**src/rtl/aes_round_sequencer.sv**
```systemverilog
// ============================================================================
//  Module   : aes_round_sequencer
//  Purpose  : Round/byte-slot control FSM for a byte-serial AES-128 encrypt
//             datapath, with round-key handshake and ShiftRows stall watchdog.
//  Revision : 1.0  initial release
// ============================================================================
`default_nettype none

module aes_round_sequencer #(
    parameter int NUM_ROUNDS      = 10,
    parameter int BYTES_PER_BLOCK = 16,
    parameter int SR_TIMEOUT      = 32
) (
    input  logic       clk,
    input  logic       rst,
    input  logic       start_i,
    input  logic       key_ack_i,
    input  logic       sr_ready_i,
    output logic       busy_o,
    output logic       key_req_o,
    output logic       issue_valid_o,
    output logic       sel_input_o,
    output logic [3:0] byte_idx_o,
    output logic [3:0] round_o,
    output logic       mc_bypass_o,
    output logic       done_o,
    output logic       err_o
);

    localparam int         WD_W         = $clog2(SR_TIMEOUT);
    localparam logic [3:0] C_LAST_IDX   = 4'(BYTES_PER_BLOCK - 1);
    localparam logic [3:0] C_LAST_ROUND = 4'(NUM_ROUNDS);
    localparam logic [4:0] C_BEATS      = 5'(BYTES_PER_BLOCK);
    localparam logic [WD_W-1:0] C_WD_LIMIT = WD_W'(SR_TIMEOUT - 1);

    typedef enum logic [2:0] {
        S_IDLE  = 3'd0,
        S_KEY   = 3'd1,
        S_INIT  = 3'd2,
        S_ISSUE = 3'd3,
        S_DRAIN = 3'd4,
        S_DONE  = 3'd5,
        S_ERR   = 3'd6
    } state_t;

    state_t          state_q, state_d;
    logic [3:0]      round_q, round_d;
    logic [3:0]      idx_q,   idx_d;
    logic [4:0]      ret_q,   ret_d;
    logic [WD_W-1:0] wd_q,    wd_d;

    logic w_beat;
    logic w_round_complete;

    always_ff @(posedge clk or posedge rst) begin
        if (rst) begin
            state_q <= S_IDLE;
            round_q <= 4'd0;
            idx_q   <= 4'd0;
            ret_q   <= 5'd0;
            wd_q    <= '0;
        end else begin
            state_q <= state_d;
            round_q <= round_d;
            idx_q   <= idx_d;
            ret_q   <= ret_d;
            wd_q    <= wd_d;
        end
    end

    // Return beats saturate at one block's worth; surplus beats are dropped.
    assign w_beat = sr_ready_i && (ret_q != C_BEATS);

    // A round may already hold all its beats on DRAIN entry; finish it then too.
    assign w_round_complete = (ret_q == C_BEATS) ||
                              (w_beat && (ret_q == (C_BEATS - 5'd1)));

    always_comb begin
        state_d = state_q;
        round_d = round_q;
        idx_d   = idx_q;
        ret_d   = ret_q;
        wd_d    = wd_q;

        case (state_q)
            S_IDLE: begin
                round_d = 4'd0;
                idx_d   = 4'd0;
                ret_d   = 5'd0;
                wd_d    = '0;
                if (start_i) begin
                    state_d = S_KEY;
                end
            end

            S_KEY: begin
                if (key_ack_i) begin
                    idx_d   = 4'd0;
                    ret_d   = 5'd0;
                    state_d = (round_q == 4'd0) ? S_INIT : S_ISSUE;
                end
            end

            S_INIT: begin
                idx_d = idx_q + 4'd1;
                if (idx_q == C_LAST_IDX) begin
                    idx_d   = 4'd0;
                    round_d = 4'd1;
                    state_d = S_KEY;
                end
            end

            S_ISSUE: begin
                idx_d = idx_q + 4'd1;
                if (w_beat) begin
                    ret_d = ret_q + 5'd1;
                end
                if (idx_q == C_LAST_IDX) begin
                    idx_d   = 4'd0;
                    wd_d    = '0;
                    state_d = S_DRAIN;
                end
            end

            S_DRAIN: begin
                if (w_beat) begin
                    ret_d = ret_q + 5'd1;
                end
                wd_d = sr_ready_i ? '0 : (wd_q + WD_W'(1));
                if (w_round_complete) begin
                    if (round_q == C_LAST_ROUND) begin
                        state_d = S_DONE;
                    end else begin
                        round_d = round_q + 4'd1;
                        state_d = S_KEY;
                    end
                end else if (!sr_ready_i && (wd_q == C_WD_LIMIT)) begin
                    state_d = S_ERR;
                end
            end

            S_DONE, S_ERR: begin
                round_d = 4'd0;
                idx_d   = 4'd0;
                ret_d   = 5'd0;
                wd_d    = '0;
                state_d = S_IDLE;
            end

            default: begin
                state_d = S_IDLE;
            end
        endcase
    end

    always_comb begin
        busy_o        = (state_q != S_IDLE);
        key_req_o     = (state_q == S_KEY);
        issue_valid_o = (state_q == S_INIT) || (state_q == S_ISSUE);
        sel_input_o   = (state_q == S_INIT);
        mc_bypass_o   = ((state_q == S_ISSUE) || (state_q == S_DRAIN)) &&
                        (round_q == C_LAST_ROUND);
        done_o        = (state_q == S_DONE);
        err_o         = (state_q == S_ERR);
        byte_idx_o    = idx_q;
        round_o       = round_q;
    end

endmodule

`default_nettype wire

```
**config.mk**
```make
export PLATFORM = sky130hd
export DESIGN_NAME = aes_round_sequencer
export DESIGN_NICKNAME = d
export VERILOG_FILES = /design/src/rtl/aes_round_sequencer.sv
export SDC_FILE = /design/constraint.sdc
export NUM_CORES = 1
export LEC_CHECK = 0
export ABC_AREA = 1
export CORE_MARGIN = 4
export CORE_UTILIZATION = 40
export DETAILED_ROUTE_END_ITERATION = 8
export HOLD_SLACK_MARGIN = 0.03
export PLACE_DENSITY_LB_ADDON = 0.08
export SKIP_LAST_GASP = 1
export SLEW_MARGIN = 20
export SYNTH_ARGS = -nofsm -noshare
export SYNTH_HDL_FRONTEND = slang
export SYNTH_SLANG_ARGS = --single-unit
export TNS_END_PERCENT = 1
```
**constraint.sdc**
```tcl
create_clock -name clk -period 1.8 [get_ports clk]
set_input_delay 0.36 -clock clk [delete_from_list [all_inputs] [get_ports clk]]
set_output_delay 0.36 -clock clk [all_outputs]
set_load 0.02 [all_outputs]
```
==> reports/summary.txt <==
status - finished with violations
failing checks - negative setup slack
Critical Path, Cell by Cell - nor2_8 > buf_4 > nand2_1 > clkdlybuf4s50_1
Worst VDD drop - 577 uV
CP bufs+invs - 2
first-pass GRT wire length - 6210 um
hold_buf cts - 0
filler instances - 374
H-tree lvl count - 1
Multi-input gate area - 908 um^2
Antenna Cells - 0
I/O Pins - 20
clock skew - 2.32 ps
CP arrival - 1580 ps
CTS Buf Count - 3
Syn Nets - 221
Residual DRC - 0
clk sinks - 21
hpwl dp - 2780 um
drt wl/cell - 11.3 um
Slowest-stage cell, CP - clkdlybuf4s50_1
Placed Cells - 295
Post-Layout Cell Count - 299
vias in the first global route - 1,450
critical path class - reg2out
routed wl met2 - 1530 um
via count - 1,439
Tcrit/Tclk final - 1.08
setup ws final - -145 ps
die width - 70.7 um
Total GRT Usage - 0.151
CP peak stage delay - 520 ps
delay-heaviest family, CP - buffers and inverters
Root Buffer - clkbuf_8
Max Buffers Root-to-Sink - 2
total placed instance area - 0.00199 mm^2
MaxCap Viol Count - 0
core footprint - 0.00372 mm^2
f_max - 514 MHz
min-delay worst type - in2async
Die H - 70.7 um
largest cells by area after synthesis - dfrtp_1 33%, nand2_1 17%, ha_1 7.2%
final WL - 3390 um
largest net degree at the start of global routing - 22
Clock Latency Late Sink - 260 ps
pre-CTS WS - -111 ps
layout cells sized above 1 - 0.243
uppermost layer routed - met4
met3 WL - 152 um
Final Max Slew Viols - 0
worst rel slew slack - 0.778
Yosys top cell by area - dfrtp_1
Yosys reg bits - 21
Metal-1 WL - 1670 um
RSZ-0062 raised after global routing - yes
Ys Warns - 0
PD cells - 1600 mW/mm^2
Worst Tran Pin Value - 331 ps
Netlist Area Pre-Place - 0.00157 mm^2
Final Hold Viols - 0
post-layout min period - 1940 ps
Clock transition at path regs - 80 ps
Avg Inst Size Synth - 7.62 um^2
CP required - 1440 ps
sequential area share after synthesis - 0.335
initial DRC count - 85
Crit Path Max Fanout - 4
post-route cell area - 0.00203 mm^2
Post-DRT Antenna Nets - 0
crit path capture type - primary output
synth unique cells - 35
Die Area - 0.00499 mm^2
setup TNS - -237 ps
Leakage - 1.07 nW
leading cell types in the layout, fill and taps excluded - 72 x nand2_1, 24 x buf_4, 19 x inv_1
Reg area - 529 um^2
1st-pass router iterations - 4
Setup violations, final - 5
initial core utilization - 0.423
initial antenna violation count - 0
row count - 22
Synth top area share - 0.335
GP Congestion - 0.811
CTS tree - done
Area Overhead vs Synth - 29.4%
Port Buffers - 19
final net count - 267
grt ovf - 0
startpoint types - register
commonest non-fill, non-tap cell in the layout - nand2_1
DR vias/cell - 4.81
Synth Instances - 206
-- cell type report --
| cell class | count | area share |
|---|---|---|
| Sequential cell | 21 | 0.260 |
| Timing Repair Buffer | 44 | 0.190 |
| Tap cell | 48 | 0.0296 |
| Multi-Input combinational cell | 157 | 0.447 |
| Inverter | 25 | 0.0505 |
| Clock buffer | 4 | 0.0222 |
-- report_power, final --
group | switching (mW) | internal [mW]
Combinational | 1.21 | 0.984
Sequential | 0.150 | 0.586
Clock | 0.156 | 0.158
-- cell families after synthesis --
group,share of synthesized area
AND/OR/NAND/NOR,0.428
buffers and inverters,0.0869
flip-flops,0.335
AO/OA/AOI/OAI,0.0494
adder cells (fa/ha/maj),0.0845
XOR/XNOR,0.0167
-- synth_stat cells --
library cell,instances
nand2_1,72
dfrtp_1,21
inv_1,19
nor2_1,17
nand3_1,13
ha_1,9
nand2_2,4
nor2_4,4
a21oi_1,3
buf_6,3
inv_2,3
nand4_1,3
nor2_2,3
nor3_1,3
o21ai_0,3
nand2_4,2
nand3_2,2
nand3b_1,2
or2_1,2
or2_2,2
xor2_1,2
clkinv_2,1
fa_1,1
inv_4,1
inv_6,1
nand2_8,1
nand3_4,1
nor2_8,1
nor3_2,1
o21ai_2,1
o21bai_1,1
o22ai_1,1
o22ai_2,1
o31ai_2,1
xnor2_1,1
-- metal layers --
metal | track usage | vias to the layer above
met3 | 0.0284 | 5
met5 | 0 | -
li1 | - | 733
met2 | 0.235 | 24
met4 | 0.0501 | 0
met1 | 0.213 | 677
-- sequential cells by signal, summed over array words and instances (netlist names) --
register    cells
ret_q           5
round_o         4
wd_q            5
state_q         3
byte_idx_o      4
-- worst register-to-register path, cell delays in order (launching register included) --
cell and delay [ps]:
dfrtp_1 410, ha_1 190, nand2_1 70, nor2_1 110, ha_1 150, nand2_1 80
nand2_1 130, nand2_1 80, nand2_2 120, nand2_2 90, nand2_1 70, nand2_1 60
-- final timing paths --
| check | from | endpoint | cells after the start | slack, ps |
|---|---|---|---|---|
| worst max-delay path | state_q[1] | busy_o | 4 | -140 |
| worst min-delay path | rst | wd_q[0] | 3 | 430 |
| worst max register to register | ret_q[0] | round_o[0] | 11 | 140 |
| worst min register to register | wd_q[4] | wd_q[4] | 2 | 510 |
| max in group asynchronous | rst | state_q[1] | 3 | 1130 |
| min in group clk | wd_q[4] | wd_q[4] | 2 | 510 |
-- per-stage QoR --
stage                     hold WS [ps]  utilization  power, mW
final                              427        0.547       3.24
after global routing               475        0.547       3.54
after CTS                          436        0.546       3.27
after detailed placement           499        0.535       2.97
after global placement             470        0.535       2.91
after floorplan                    337            -       2.10
-- repair_timing --
| item | in CTS | in global routing |
|---|---|---|
| setup endpoints to repair | 7 | 12 |
| setup buffers | 0 | 0 |
| gates resized for setup | 8 | 1 |
(Power assumes the default switching activity.)
